--- config.mk ---
export PLATFORM = sky130hd
export DESIGN_NAME = codec_init_sequencer
export DESIGN_NICKNAME = d
export VERILOG_FILES = /design/src/rtl/codec_pkg.sv /design/src/rtl/codec_init_rom.sv /design/src/rtl/codec_init_sequencer.sv
export SDC_FILE = /design/constraint.sdc
export NUM_CORES = 1
export LEC_CHECK = 0
export ABC_AREA = 1
export CORE_ASPECT_RATIO = 1.4
export CORE_MARGIN = 10
export CORE_UTILIZATION = 50
export CTS_BUF_LIST = sky130_fd_sc_hd__clkbuf_8
export DETAILED_ROUTE_END_ITERATION = 10
export PLACE_DENSITY = 0.75
export SLEW_MARGIN = 5
export SYNTH_ARGS = -nofsm -noshare
export SYNTH_HDL_FRONTEND = slang
export SYNTH_HIERARCHICAL = 1
export SYNTH_SLANG_ARGS = --single-unit
--- constraint.sdc ---
create_clock -name clk -period 2.48 [get_ports clk]
set_input_delay 0.372 -clock clk [delete_from_list [all_inputs] [get_ports clk]]
set_output_delay 0.372 -clock clk [all_outputs]
set_load 0.005 [all_outputs]
--- src/rtl/codec_pkg.sv ---
// Shared types and constants for the audio codec init sequencer.
//   entry_t       : one init table entry (register address, data byte)
//   state_t       : sequencer states
//   DELAY_MARKER  : table address meaning "wait data*1024 cycles"
//   DEFAULT_TABLE : power-on register programme for the codec
package codec_pkg;

   typedef struct packed {
      logic [15:0] addr;
      logic [7:0]  data;
   } entry_t;

   typedef enum logic [3:0] {
      PWR_WAIT, FETCH, WR, WR_WAIT, RD, RD_WAIT,
      CHECK, DELAY, IDLE, HOST, HOST_WAIT, FAIL
   } state_t;

   localparam logic [15:0] DELAY_MARKER = 16'hFFFF;

   localparam int DEFAULT_DEPTH = 16;
   typedef entry_t [DEFAULT_DEPTH-1:0] table_t;

   function automatic table_t default_table();
      table_t t;
      t[0]  = {16'h0001, 8'h80};
      t[1]  = {16'h0002, 8'h00};
      t[2]  = {16'h0004, 8'h11};
      t[3]  = {16'h0010, 8'h3C};
      t[4]  = {16'h0011, 8'h3C};
      t[5]  = {16'h0020, 8'h05};
      t[6]  = {16'h0021, 8'h0A};
      t[7]  = {16'h0030, 8'h01};
      t[8]  = {16'h0031, 8'h20};
      t[9]  = {16'h0040, 8'h60};
      t[10] = {16'h0041, 8'h60};
      t[11] = {16'h0050, 8'h0F};
      t[12] = {16'h0051, 8'h00};
      t[13] = {16'h0060, 8'hA5};
      t[14] = {16'h0070, 8'h5A};
      t[15] = {16'h0080, 8'h01};
      return t;
   endfunction

   localparam table_t DEFAULT_TABLE = default_table();

endpackage

--- src/rtl/codec_init_rom.sv ---
// Synchronous-read init table ROM, one cycle of read latency.
//   clk, rst_n : clock, async active-low reset
//   index      : entry index
//   entry      : table contents at index, registered
module codec_init_rom
   import codec_pkg::*;
#(
   parameter int                       NUM_ENTRIES = 16,
   parameter entry_t [NUM_ENTRIES-1:0] TABLE       = DEFAULT_TABLE
) (
   input  logic                           clk,
   input  logic                           rst_n,
   input  logic [$clog2(NUM_ENTRIES)-1:0] index,
   output entry_t                         entry
);

   always_ff @(posedge clk or negedge rst_n) begin
      if (!rst_n) entry <= '0;
      else        entry <= TABLE[index];
   end

endmodule

--- src/rtl/codec_init_sequencer.sv ---
// Audio codec init sequencer: waits out codec power-up, walks the init table
// over the I2C controller (optional read-back verify with retries), then
// arbitrates single-register host accesses onto the same controller.
//   clk, rst_n            : clock, async active-low reset
//   init_go               : pulse, rerun the table from entry 0 (no power-up wait)
//   init_busy/done/fail   : sequence status; done and fail are sticky
//   fail_index            : entry that exhausted its retries
//   host_req/rnw/address/wdata : host access, held until host_ack
//   host_ack/rdata/err    : one-cycle completion with read data and NACK flag
//   i2c_start/rnw/address/wdata : controller request, fields held until i2c_done
//   i2c_done/rdata/nack   : controller completion
//
// state     | meaning
// PWR_WAIT  | codec power-up wait after reset
// FETCH     | read table entry (2 cycles: ROM address, ROM data)
// WR        | issue table write
// WR_WAIT   | wait for write completion
// RD        | issue verify read
// RD_WAIT   | wait for read completion
// CHECK     | compare read-back against table data
// DELAY     | delay-marker entry, wait data*1024 cycles
// IDLE      | init complete, serving host accesses
// HOST      | issue host access
// HOST_WAIT | wait for host access completion
// FAIL      | an entry exhausted its retries, still serves host accesses
module codec_init_sequencer
   import codec_pkg::*;
#(
   parameter int                       NUM_ENTRIES    = 16,
   parameter int                       VERIFY         = 1,
   parameter int                       MAX_RETRIES    = 3,
   parameter int                       POWERUP_CYCLES = 1_000_000,
   parameter entry_t [NUM_ENTRIES-1:0] INIT_TABLE     = DEFAULT_TABLE
) (
   input  logic                           clk,
   input  logic                           rst_n,
   input  logic                           init_go,
   output logic                           init_busy,
   output logic                           init_done,
   output logic                           init_fail,
   output logic [$clog2(NUM_ENTRIES)-1:0] fail_index,
   input  logic                           host_req,
   input  logic                           host_rnw,
   input  logic [15:0]                    host_address,
   input  logic [7:0]                     host_wdata,
   output logic                           host_ack,
   output logic [7:0]                     host_rdata,
   output logic                           host_err,
   output logic                           i2c_start,
   output logic                           i2c_rnw,
   output logic [15:0]                    i2c_address,
   output logic [7:0]                     i2c_wdata,
   input  logic [7:0]                     i2c_rdata,
   input  logic                           i2c_done,
   input  logic                           i2c_nack
);

   localparam int IW = $clog2(NUM_ENTRIES);
   localparam int RW = $clog2(MAX_RETRIES + 2);

   state_t        state;
   logic [IW-1:0] index;
   logic [RW-1:0] retry_cnt;
   logic [31:0]   timer;
   logic          fetch_phase;
   logic          rd_nack;
   logic [7:0]    rd_data;
   entry_t        rom_entry;
   logic          step_ok;
   logic          step_bad;
   logic          last_entry;

   codec_init_rom #(
      .NUM_ENTRIES (NUM_ENTRIES),
      .TABLE       (INIT_TABLE)
   ) u_rom (
      .clk   (clk),
      .rst_n (rst_n),
      .index (index),
      .entry (rom_entry)
   );

   assign last_entry = (index == IW'(NUM_ENTRIES - 1));

   // Entry outcome: step_ok advances to the next entry, step_bad retries.
   always_comb begin
      step_ok  = 1'b0;
      step_bad = 1'b0;
      case (state)
         WR_WAIT: if (i2c_done) begin
            if (i2c_nack)         step_bad = 1'b1;
            else if (VERIFY == 0) step_ok  = 1'b1;
         end
         CHECK: begin
            if (rd_nack || (rd_data != i2c_wdata)) step_bad = 1'b1;
            else                                   step_ok  = 1'b1;
         end
         DELAY: if (timer <= 32'd1) step_ok = 1'b1;
         default: ;
      endcase
   end

   always_ff @(posedge clk or negedge rst_n) begin
      if (!rst_n) begin
         state       <= PWR_WAIT;
         timer       <= 32'(POWERUP_CYCLES);
         index       <= '0;
         retry_cnt   <= '0;
         fetch_phase <= 1'b0;
         rd_nack     <= 1'b0;
         rd_data     <= '0;
         i2c_start   <= 1'b0;
         i2c_rnw     <= 1'b0;
         i2c_address <= '0;
         i2c_wdata   <= '0;
         host_ack    <= 1'b0;
         host_rdata  <= '0;
         host_err    <= 1'b0;
         init_busy   <= 1'b1;
         init_done   <= 1'b0;
         init_fail   <= 1'b0;
         fail_index  <= '0;
      end else begin
         i2c_start <= 1'b0;
         host_ack  <= 1'b0;
         case (state)
            PWR_WAIT: begin
               if (timer <= 32'd1) begin
                  index <= '0;
                  state <= FETCH;
               end else begin
                  timer <= timer - 32'd1;
               end
            end
            FETCH: begin
               fetch_phase <= ~fetch_phase;
               if (fetch_phase) begin
                  if (rom_entry.addr == DELAY_MARKER) begin
                     timer <= {14'd0, rom_entry.data, 10'd0};
                     state <= DELAY;
                  end else begin
                     i2c_rnw     <= 1'b0;
                     i2c_address <= rom_entry.addr;
                     i2c_wdata   <= rom_entry.data;
                     state       <= WR;
                  end
               end
            end
            WR: begin
               i2c_start <= 1'b1;
               state     <= WR_WAIT;
            end
            WR_WAIT: begin
               if (i2c_done && !i2c_nack && (VERIFY != 0)) begin
                  i2c_rnw <= 1'b1;
                  state   <= RD;
               end
            end
            RD: begin
               i2c_start <= 1'b1;
               state     <= RD_WAIT;
            end
            RD_WAIT: begin
               if (i2c_done) begin
                  rd_nack <= i2c_nack;
                  rd_data <= i2c_rdata;
                  state   <= CHECK;
               end
            end
            DELAY: timer <= timer - 32'd1;
            IDLE, FAIL: begin
               if (init_go) begin
                  init_done   <= 1'b0;
                  init_fail   <= 1'b0;
                  init_busy   <= 1'b1;
                  index       <= '0;
                  retry_cnt   <= '0;
                  fetch_phase <= 1'b0;
                  state       <= FETCH;
               // host_req is still high during the ack cycle; it only counts
               // as a new request once the ack has been seen.
               end else if (host_req && !host_ack) begin
                  i2c_rnw     <= host_rnw;
                  i2c_address <= host_address;
                  i2c_wdata   <= host_wdata;
                  state       <= HOST;
               end
            end
            HOST: begin
               i2c_start <= 1'b1;
               state     <= HOST_WAIT;
            end
            HOST_WAIT: begin
               if (i2c_done) begin
                  host_ack <= 1'b1;
                  host_err <= i2c_nack;
                  if (i2c_rnw) host_rdata <= i2c_rdata;
                  state    <= IDLE;
               end
            end
            default: state <= PWR_WAIT;
         endcase

         if (step_ok) begin
            retry_cnt <= '0;
            if (last_entry) begin
               init_done <= 1'b1;
               init_busy <= 1'b0;
               state     <= IDLE;
            end else begin
               index <= index + 1'b1;
               state <= FETCH;
            end
         end else if (step_bad) begin
            i2c_rnw <= 1'b0;
            if (retry_cnt == RW'(MAX_RETRIES)) begin
               init_fail  <= 1'b1;
               init_busy  <= 1'b0;
               fail_index <= index;
               state      <= FAIL;
            end else begin
               retry_cnt <= retry_cnt + 1'b1;
               state     <= WR;
            end
         end
      end
   end

endmodule

# After elaboration in Yosys (flattened, before gate mapping)
# Memories as Yosys holds them, arrays and structs flattened. A register that Yosys moved wholly into a read port is not among the register bits.
# Index checks and enable logic that the tools add are counted.
[totals]
wordCells = 145
memories = 1
mem_bits_ro = 384
ff_bits = 96
in_bits = 39
[mem_list]
columns = ["memory", "depth", "width", "read_ports", "rd_ports_with_merged_regs", "wr", "line_no", "rtl"]
rows = [
  ["(no name shown)", 16, 24, 1, 1, 0, "codec_init_rom.sv:19", "else entry <= TABLE[index];"],
]
[classes]
n_eq_ne = 29
reduce_logical = 19
add_sub_neg = 3
bitwise = 2
n_lt_le_gt_ge = 1
n_mux = 72
[ops]
columns = ["cell", "count"]
rows = [
  ["32-bit two-way mux", 3],
  ["32-bit one-hot mux with 3 select lines", 1],
  ["16-bit two-way mux", 4],
  ["4-bit two-way mux", 15],
  ["4-bit one-hot mux with 10 select lines", 1],
  ["32-bit by 1-bit less-or-equal comparator with 1-bit output (second input constant)", 1],
  ["8-bit two-way mux", 4],
  ["16-bit one-hot mux with 2 select lines", 1],
  ["32-bit by 1-bit subtractor with 32-bit output (second input constant)", 1],
  ["1-bit two-way mux", 31],
  ["4-bit equality test (second input constant)", 5],
  ["4-bit inequality test (second input constant)", 5],
  ["3-bit two-way mux", 6],
  ["16-bit equality test (second input constant)", 1],
  ["4-bit by 3-bit equality test with 1-bit output (second input constant)", 4],
  ["8-bit one-hot mux with 2 select lines", 1],
  ["2-bit inequality test (second input constant)", 7],
  ["4-bit by 2-bit equality test with 1-bit output (second input constant)", 2],
  ["8-bit inequality test", 1],
  ["4-bit one-hot mux with 2 select lines", 1],
  ["7-bit AND reduction", 1],
  ["1-bit one-hot mux with 2 select lines", 3],
  ["2-bit AND reduction", 3],
  ["3-bit AND reduction", 2],
  ["18 further kinds", 22],
]

# Longest topological paths before layout
[depth]
ltp_word = 7
depth_mapped = 15
ltp_nobuf = 15

# Cells and area by module
# Netlist, hierarchy kept.
[modules_own_cells]
columns = ["module", "seq_area_each_um2", "area_each_um2", "instances", "cells_per_inst"]
rows = [
  ["codec_init_sequencer", 2412.3, 5584.1, 1, 773],
  ["codec_init_rom", 375.4, 813.3, 1, 95],
]

# Worst setup path after synthesis
# OpenSTA, ideal clock, no wires.
[synth_path]
path_kind = "register to register"
start = "register timer[0]"
end = "register timer[15]"
slack_ns = 0.756
setup_time_ns = 0.121
synth_period_minus_slack_ns = 1.724
stages_incl_launch_ff = 15
required_time_ns = 2.359
t_arrival_ns = 1.604
path_cell_list = "dfrtp_1 inv_1 ha_1 inv_1 nand2_1 nand2_1 nor2_1 nand2_1 nor2_1 nand2_1 nand2_2 nand2_2 nand2_4 buf_6 o21ai_1"
[synth_via]
elab_chain_cells = 3
word_cells_on_any_way = 6
classes_between = "add/sub (1); order compare (1); eq/ne (1); mux (2); reduce/logical (1)"
[synth_lines]
columns = ["item", "line_no", "rtl"]
rows = [
  ["start, declared", "codec_init_sequencer.sv:64", "logic [31:0] timer;"],
  ["start signal, assigned", "codec_init_sequencer.sv:106", "timer <= 32'(POWERUP_CYCLES);"],
  ["start signal, assigned", "codec_init_sequencer.sv:132", "timer <= timer - 32'd1;"],
  ["start signal, assigned", "codec_init_sequencer.sv:139", "timer <= {14'd0, rom_entry.data, 10'd0};"],
  ["32-bit by 1-bit subtractor with 32-bit output / 32-bit by 1-bit less-or-equal comparator with 1-bit output (equally long branches)", "codec_init_sequencer.sv:132, codec_init_sequencer.sv:170, codec_init_sequencer.sv:128", ""],
  ["32-bit two-way mux / 2-bit inequality test (equally long branches)", "-", ""],
  ["32-bit one-hot mux with 3 select lines / 4-bit AND reduction (equally long branches)", "-", ""],
]
# Parallel ways exist; a longest one is shown, timed or not. The select of a mux whose other input is x is not followed.
# A chain may end at the register's enable or synchronous reset.

# Worst setup path in the final report
[layout_path]
start = "register timer[0]"
end = "register timer[3]"
# The elaborated chain is that of the path after synthesis.

==> results.sh <==
export IMPL_fmax_mhz=477
export IMPL_synth_edff_count=0
export IMPL_h_tree_depth=3
export IMPL_hold_viol=0
export IMPL_maxCapViolCount=0
export IMPL_gp_congestion=0.937
export IMPL_finalCritPeriodShare_pct=84.6
export IMPL_grt_pass1_vias=5664
export IMPL_post_cts_setup_buffers=0
export IMPL_irDropWorstVdd_v=0.000475
export IMPL_rsz0062_at_grt="no"
export IMPL_crit_path_max_incr_delay_ps=390
export IMPL_overflow=0
export IMPL_power_density_nw_per_um2=1130
export IMPL_grt_usage_pct=18.7
export IMPL_nets=998
export IMPL_power_total_mw=8.51
export IMPL_run_status="finished clean"
export IMPL_hp_class="primary input to asynchronous set/reset pin"
export IMPL_synth_async_reset_ratio_pct=100
export IMPL_utilization_pct=60.6
export IMPL_area_growth_pct=17.8
export IMPL_cts_tree="done"
export IMPL_period_needed_ps=2100
export IMPL_rows=48
export IMPL_avgSynthCellArea_um2=7.37
export IMPL_ys_ff_latch=111
export IMPL_numCtsBuffers=9
export IMPL_io_pin_count=82
export IMPL_worstSkewPairLatency_ps=390
export IMPL_yosys_warnings=6
export IMPL_finalClockSkew_ps=8.85
export IMPL_slew_headroom_pct=53.0
export IMPL_setup_viol_count_final=0
export IMPL_critPathMaxFanout=23
export IMPL_tightest_slew_ps=704
export IMPL_start_util_pct=51.5
export IMPL_fp_dieH_um=154
export IMPL_core_um2=12400
export IMPL_end_kind="flop"
export IMPL_vias=5628
export IMPL_grt_pass1_wl_mm=27.2
export IMPL_crit_buf_inv=3
export IMPL_p_leak_nw=3.72
export IMPL_die_area_um2=17800
export IMPL_crit_type="flop to flop"
export IMPL_drtAntennaViolNets=0
export IMPL_crit_chain="inv_1, ha_1, inv_1, nand2_1, nand2_1, nor2_1, nand2_1, nor2_1, nand2_1, nand2_2, nand2_2, nand2_4, buf_4, nand2_1, o21ai_1"
export IMPL_firstDrtPassIters=7
export IMPL_critPathArrivalTime_ps=2410
export IMPL_cp_slowest_cell="dfrtp_1"
export IMPL_synth_cell_types=37
export IMPL_cts_resized=0
export IMPL_crit_path_start_kind="flop"
export IMPL_wl_per_cell_um=14.5
export IMPL_grt_start_max_net_pins=55
export IMPL_cts_sinks=111
export IMPL_setup_tns_ps=0
export IMPL_fillers=1135
export IMPL_slew_violations=0
export IMPL_fin_area_um2=7540
export IMPL_dieWidth_um=116
export IMPL_netlist_instances=868
export IMPL_clock_path_buffers=2
export IMPL_ys_flop_type="dfrtp_1"
export IMPL_routed_via_density=5.10
export IMPL_synth_seq_area_share_pct=43.6
export IMPL_cts_root_buf="clkbuf_8"
export IMPL_crit_family="simple AND/OR/NAND/NOR gates"
export IMPL_dpl_cell_area_um2=7300
export IMPL_drive_gt1_share_pct=7.44
export IMPL_hpwl_mm=12.3
export IMPL_place_inst=1088
export IMPL_required_ps=2790
export IMPL_drc=0
export IMPL_crit_top_cell="nand2_1"
export IMPL_portBuffers=81
export IMPL_syn_area_um2=6400
export IMPL_antenna_found_initial=0
export IMPL_cts_hold_fix_buffers=0
export IMPL_path_clk_slew_ps=100
export IMPL_diodes=0
export IMPL_instances_no_fill=1104
export IMPL_routed_wl_mm=16.0
export IMPL_drt_initial_drc_count=315
-- cell usage in the layout, fill, tap and decap left out, drive strengths merged, types with 13 or more instances in the layout --
| cell type | netlist | routed |
|---|---|---|
| clkdlybuf4s50 | 0 | 80 |
| dfrtp | 103 | 103 |
| inv | 77 | 79 |
| nand2 | 312 | 312 |
| nand3 | 72 | 72 |
| nand4 | 14 | 14 |
| nor2 | 100 | 100 |
| o21a | 14 | 14 |
| o21ai | 67 | 67 |
| xnor2 | 13 | 13 |
-- cell type report --
type | instances | area [µm²] | share of cell area (%)
sequential | 111 | 2790 | 37.0
inverter | 78 | 298 | 3.95
tap | 150 | 188 | 2.49
clock inverter | 6 | 101 | 1.34
multi-input combinational | 657 | 3120 | 41.4
timing repair buffer | 92 | 903 | 12.0
clock buffer | 10 | 138 | 1.83
-- where the power goes --
group / internal, mW / switching, mW
Combinational: 1.77 / 2.55
Sequential: 2.41 / 0.494
Clock: 0.613 / 0.669
-- registers in the layout, summed over array words and instances, names as in the netlist --
signal	count
timer	32
i2c_address	16
u_rom/entry	15
host_rdata	8
i2c_wdata	8
rd_data	8
fail_index	4
index	4
state	4
retry_cnt	3
fetch_phase	1
host_ack	1
host_err	1
i2c_rnw	1
i2c_start	1
init_busy	1
init_done	1
init_fail	1
rd_nack	1
-- routing by layer --
layer	global-route usage (%)	wire length (µm)
met4	5.99	244
met2	34.6	8810
met1	21.1	6390
met5	0	0
met3	2.92	596
-- cells in the mapped netlist, types with 4 or more instances --
| cell | number | area [µm²] |
|---|---|---|
| nand2_1 | 301 | 1130 |
| dfrtp_1 | 103 | 2580 |
| nor2_1 | 96 | 360 |
| nand3_1 | 71 | 355 |
| inv_1 | 68 | 255 |
| o21ai_0 | 34 | 170 |
| o21ai_1 | 32 | 160 |
| nand4_1 | 14 | 87.6 |
| o21a_1 | 14 | 105 |
| xnor2_1 | 13 | 114 |
| buf_4 | 12 | 90.1 |
| ha_1 | 10 | 125 |
| clkbuf_1 | 9 | 33.8 |
| inv_2 | 9 | 33.8 |
| nand2_2 | 9 | 56.3 |
| buf_6 | 8 | 90.1 |
| dfstp_2 | 8 | 210 |
| a21oi_1 | 7 | 35.0 |
| or2_2 | 7 | 43.8 |
| xor2_1 | 7 | 61.3 |
| nor3_1 | 6 | 30.0 |
| mux2i_1 | 5 | 50.1 |
| nand3b_1 | 5 | 37.5 |
| o211ai_1 | 4 | 30.0 |
-- stage by stage --
stage	hold slack (ps)	setup WS, ps
final	23.5	382
after global routing	72.6	137
after CTS	44.5	372
after detailed placement	462	429
after global placement	462	471
after floorplan	76.4	756
-- final timing paths --
| check | startpoint | endpoint | slack (ps) | cells past startpoint |
|---|---|---|---|---|
| max | timer[0] | timer[3] | 380 | 15 |
| min | rst_n | timer[4] | 20 | 1 |
| max reg2reg | timer[0] | timer[3] | 380 | 15 |
| min reg2reg | fail_index[3] | fail_index[3] | 490 | 2 |
| max in group asynchronous | rst_n | host_rdata[0] | 1690 | 2 |
| min in group clk | fail_index[3] | fail_index[3] | 490 | 2 |
-- kinds of logic (layout without fill, tap and decap cells) --
group | Yosys count | after routing | synth area share, %
adder cells (fa/ha/maj) | 10 | 10 | 1.96
AO/OA/AOI/OAI | 97 | 97 | 8.59
multiplexers | 5 | 5 | 0.782
AND/OR/NAND/NOR | 516 | 516 | 34.2
XOR/XNOR | 20 | 20 | 2.74
buffers and inverters | 108 | 186 | 8.08
other | 1 | 9 | 0.0586
flip-flops | 111 | 111 | 43.6
Power figures use the tool's default switching activity.
==> RTL edit 1, RTL diff (same settings) <==
Change the parameter `MAX_RETRIES` from 3 to 6.
--- a/src/rtl/codec_init_sequencer.sv
+++ b/src/rtl/codec_init_sequencer.sv
@@ -29,5 +29,5 @@
    parameter int                       NUM_ENTRIES    = 16,
    parameter int                       VERIFY         = 1,
-   parameter int                       MAX_RETRIES    = 3,
+   parameter int                       MAX_RETRIES    = 6,
    parameter int                       POWERUP_CYCLES = 1_000_000,
    parameter entry_t [NUM_ENTRIES-1:0] INIT_TABLE     = DEFAULT_TABLE
Check against the original RTL: same outputs for any inputs over 10 cycles, from zero or initial values and one cycle with rst_n low; that may be too few to reach the edited logic, so the function may still have changed.
==> RTL edit 1 against the original RTL <==
Sequential cell count stayed put; highest routed layer unchanged; hold slack gained 0.43 ns; wire length up 1.9%; via count increased by 1.7%; synthesized area grew 0.25%; worst setup slack lost 0.070 ns; design area down 0.61%; largest power group unchanged; power down 3.7%.
==> RTL edit 1: results <==
metrics = {
    "worst_setup_path": {
        "cp.arrival_ns": 2.49,
        "crit_fanout": 62,
        "r2r_setup_slack_ns": 0.31,
        "timing.rr.end": "timer[11]",
        "reg2reg_depth": 11,
        "critPathMaxStageDelay_ns": 0.41,
    },
    "placement": {
        "dp_hpwl_mm": 12.5,
        "placed_cell_area_um2": 7290,
        "dp_slack_ns": 0.370,
        "finalWeightedCongestion": 0.926,
    },
    "cells_and_area": {
        "final.fill_count": 1141,
        "nets": 989,
        "layout-drive-gt1-share": 0.0858,
        "diodes": 0,
    },
    "synth": {
        "yosysSeqAreaShare": 0.435,
        "synth.distinct_cells": 41,
        "synthAdderAreaFrac": 0.0215,
        "synth-compound-area-share": 0.100,
        "synthTopCellsByCount": "nand2_1 (272), dfrtp_1 (103), nor2_1 (90)",
        "synth_area_leaders": "dfrtp_1 (40%), nand2_1 (16%), nor2_1 (5.3%)",
        "synthMuxAreaShare": 0.00156,
        "synth_xor_area_frac": 0.0205,
    },
    "global_routing": {
        "grt_pass1_vias": 5580,
        "antenna_found_initial": 0,
        "grt_pass1_wl_mm": 27.2,
        "grt_max_degree": 63,
        "gr-usage-all-layers": 0.189,
    },
    "outcome": {
        "outcome": "complete, no violations",
    },
    "routing": {
        "firstDrtPassIters": 5,
        "routed_via_density": 5.23,
        "wirelength_mm": 16.4,
        "drtIter0Drc": 359,
    },
    "cts": {
        "htreeDepth": 3,
        "clk_pin_slew_ns": 0.12,
        "hold_buffers": 1,
        "clock_path_buffers": 2,
    },
    "timing": {
        "final.setup_skew_ns": 0.0107,
        "slew_headroom": 0.600,
        "fin_crit_sh": 0.874,
    },
    "power": {
        "ir_worst_vdd_uv": 522,
        "p_leak_nw": 3.60,
    },
    "worst_hold_path": {
        "hold_class": "in -> async",
    },
}
## RTL edit 1: cell count changes after synthesis, moves of 4 or more
cell	before	now
nand3_2	0	11
nand2_1	301	272
o21ai_1	32	42
buf_6	8	3
nand3_1	71	64
or2_2	7	14
mux2i_1	5	1
xnor2_1	13	6
nor2_1	96	90
inv_1	68	79
## RTL edit 1: cell families after synthesis
logic type | count (synthesis)
flops | 111
other cells | 1
buf+inv | 119
simple gates | 492
compound gates | 114
fa+ha+maj | 11
mux | 1
xor+xnor | 15
## RTL edit 1: metal layers
| layer | track usage | up-vias | part of all wire |
|---|---|---|---|
| li1 | - | 2893 | - |
| met1 | 0.224 | 2640 | 0.42 |
| met2 | 0.326 | 152 | 0.51 |
| met3 | 0.0265 | 37 | 0.042 |
| met4 | 0.0867 | 0 | 0.037 |
| met5 | 0 | - | 0 |
## RTL edit 1: through the flow
step           hold WS [ns]   util  cells
2_1_floorplan        0.0764      -    872
6_report              0.450  0.603   1094
4_1_cts               0.466  0.603   1094
3_3_place_gp          0.354  0.587   1077
5_1_grt               0.491  0.603   1094
3_5_place_dp          0.347  0.587   1077
## RTL edit 1: final cells by class
type | count | area (um^2) | area share
Clock inverter | 7 | 63.8 | 0.00852
Clock buffer | 9 | 124 | 0.0165
Multi-Input combinational cell | 642 | 3110 | 0.415
Inverter | 87 | 332 | 0.0443
Timing Repair Buffer | 88 | 888 | 0.119
Tap cell | 150 | 188 | 0.0251
Sequential cell | 111 | 2790 | 0.372
## RTL edit 1: report_power, final
part	total (mW)	internal (mW)	switching [mW]
Sequential	2.93	2.40	0.535
Clock	1.07	0.392	0.683
Combinational	4.19	1.66	2.53
Total	8.20	4.45	3.75
==> RTL edit 2, RTL diff (config.mk and constraints unchanged) <==
Without the edit above. Reset style: synchronous (`rst_n`), changed in 2 clocked blocks. Comments in the files are not updated.
--- a/src/rtl/codec_init_rom.sv
+++ b/src/rtl/codec_init_rom.sv
@@ -15,5 +15,5 @@
 );
 
-   always_ff @(posedge clk or negedge rst_n) begin
+   always_ff @(posedge clk) begin
       if (!rst_n) entry <= '0;
       else        entry <= TABLE[index];
--- a/src/rtl/codec_init_sequencer.sv
+++ b/src/rtl/codec_init_sequencer.sv
@@ -101,5 +101,5 @@
    end
 
-   always_ff @(posedge clk or negedge rst_n) begin
+   always_ff @(posedge clk) begin
       if (!rst_n) begin
          state       <= PWR_WAIT;
Formal check against the unedited RTL: no difference found for any inputs over 10 cycles, from zero or initial values and one cycle with rst_n low; that may be too few to reach the edited logic, so the function may still have changed.
==> RTL edit 2 against the original RTL <==
Wire length grew 1.9%; design area fell by 5.7%; worst setup slack better by 0.011 ns; non-clock buffer count grew 1; critical path depth is 4 lower; synthesized area decreased by 5.9%; sequential cell count did not move; synthesized cell count rose by 5.9%; clock skew rose by 0.0025 ns; sequential share of layout area is 5.7 points lower; largest cell class unchanged.
Power is not compared: it rests on default switching activity, and its combinational part moved more than twofold at a synthesized area within 25%.
==> RTL edit 2: results <==
metrics = {
    "worst_hold_path": {
        "hold_class": "reg -> reg",
        "worstHoldPathCells": 2,
    },
    "placement": {
        "dp_hpwl_mm": 12.3,
        "placed_cell_area_um2": 6920,
        "dpl.cell_count": 1125,
        "finalWeightedCongestion": 1.01,
        "dp_slack_ns": 0.369,
    },
    "timing": {
        "final.setup_skew_ns": 0.0114,
        "worst_slew_pin_slew_ns": 0.604,
    },
    "synth": {
        "synth.distinct_cells": 37,
        "synthArstFlopShare": 0,
        "yosysSeqAreaShare": 0.369,
        "synth_edf_count": 0,
        "yosysWarnings": 6,
        "synthTopCellsByCount": "nand2_1 (248), dfxtp_1 (111), nor2_1 (108)",
        "syn_inst": 919,
        "synth_area_leaders": "dfxtp_1 (37%), nand2_1 (15%), a21oi_1 (7.1%)",
        "synth_ff_type": "dfxtp_1",
    },
    "global_routing": {
        "met2_usage": 0.356,
        "use_met1": 0.204,
        "grt_util_met3": 0.0317,
        "grt_max_degree": 50,
        "grt_pass1_wl_mm": 26.6,
        "gr-usage-all-layers": 0.189,
        "grt_pass1_vias": 5606,
    },
    "routing": {
        "vias": 5925,
        "met3WireLength_um": 788,
        "wirelength_mm": 16.3,
        "wirelength_met1_mm": 6.71,
        "maxUsedRoutingLayer": "met4",
        "wl_per_cell_um": 14.3,
        "dr_wl_met2_mm": 8.44,
        "drtIter0Drc": 300,
        "firstDrtPassIters": 5,
    },
    "worst_setup_path": {
        "reg2reg_depth": 11,
        "crit_fanout": 34,
        "crit_family": "simple AND/OR/NAND/NOR gates",
        "crit_slowest_cell": "dfxtp_1",
        "critPathMaxStageDelay_ns": 0.34,
    },
    "cts": {
        "cts_buffers": 9,
        "htreeDepth": 3,
        "cts_setup_buffers": 0,
        "clkLatencyLatePin_ns": 0.38,
    },
    "cells_and_area": {
        "layout-drive-gt1-share": 0.0614,
        "reg_top3": "timer: 32 flops, i2c_address: 16 flops, u_rom/entry: 15 flops",
        "nets": 1038,
        "diodes": 0,
        "final.fill_count": 1180,
        "multi_input_area_um2": 3250,
    },
    "power": {
        "pg_clk_mw": 1.07,
        "p_leak_nw": 2.92,
    },
    "outcome": {
        "outcome": "complete, no violations",
    },
}
[RTL edit 2: worst paths after layout]
check	from	end	slack (ns)
hold reg to reg	i2c_address[12]	i2c_address[12]	0.45
hold / removal	i2c_address[12]	i2c_address[12]	0.45
setup / recovery	timer[0]	timer[10]	0.39
setup reg to reg	timer[0]	timer[10]	0.39
[RTL edit 2: cell families after synthesis]
family,count (synthesis),share of synthesized area
adder cells (fa/ha/maj),10,0.0208
other,1,0.000623
buffers and inverters,136,0.0962
AO/OA/AOI/OAI,160,0.137
XOR/XNOR,30,0.0436
AND/OR/NAND/NOR,470,0.331
flip-flops,111,0.369
multiplexers,1,0.00166
[RTL edit 2: layout make-up]
cell class	instances	area share
Multi-Input combinational cell	680	0.457
Sequential cell	111	0.313
Timing Repair Buffer	93	0.128
Inverter	94	0.0496
Tap cell	147	0.0259
Clock buffer	11	0.0213
Clock inverter	5	0.00546
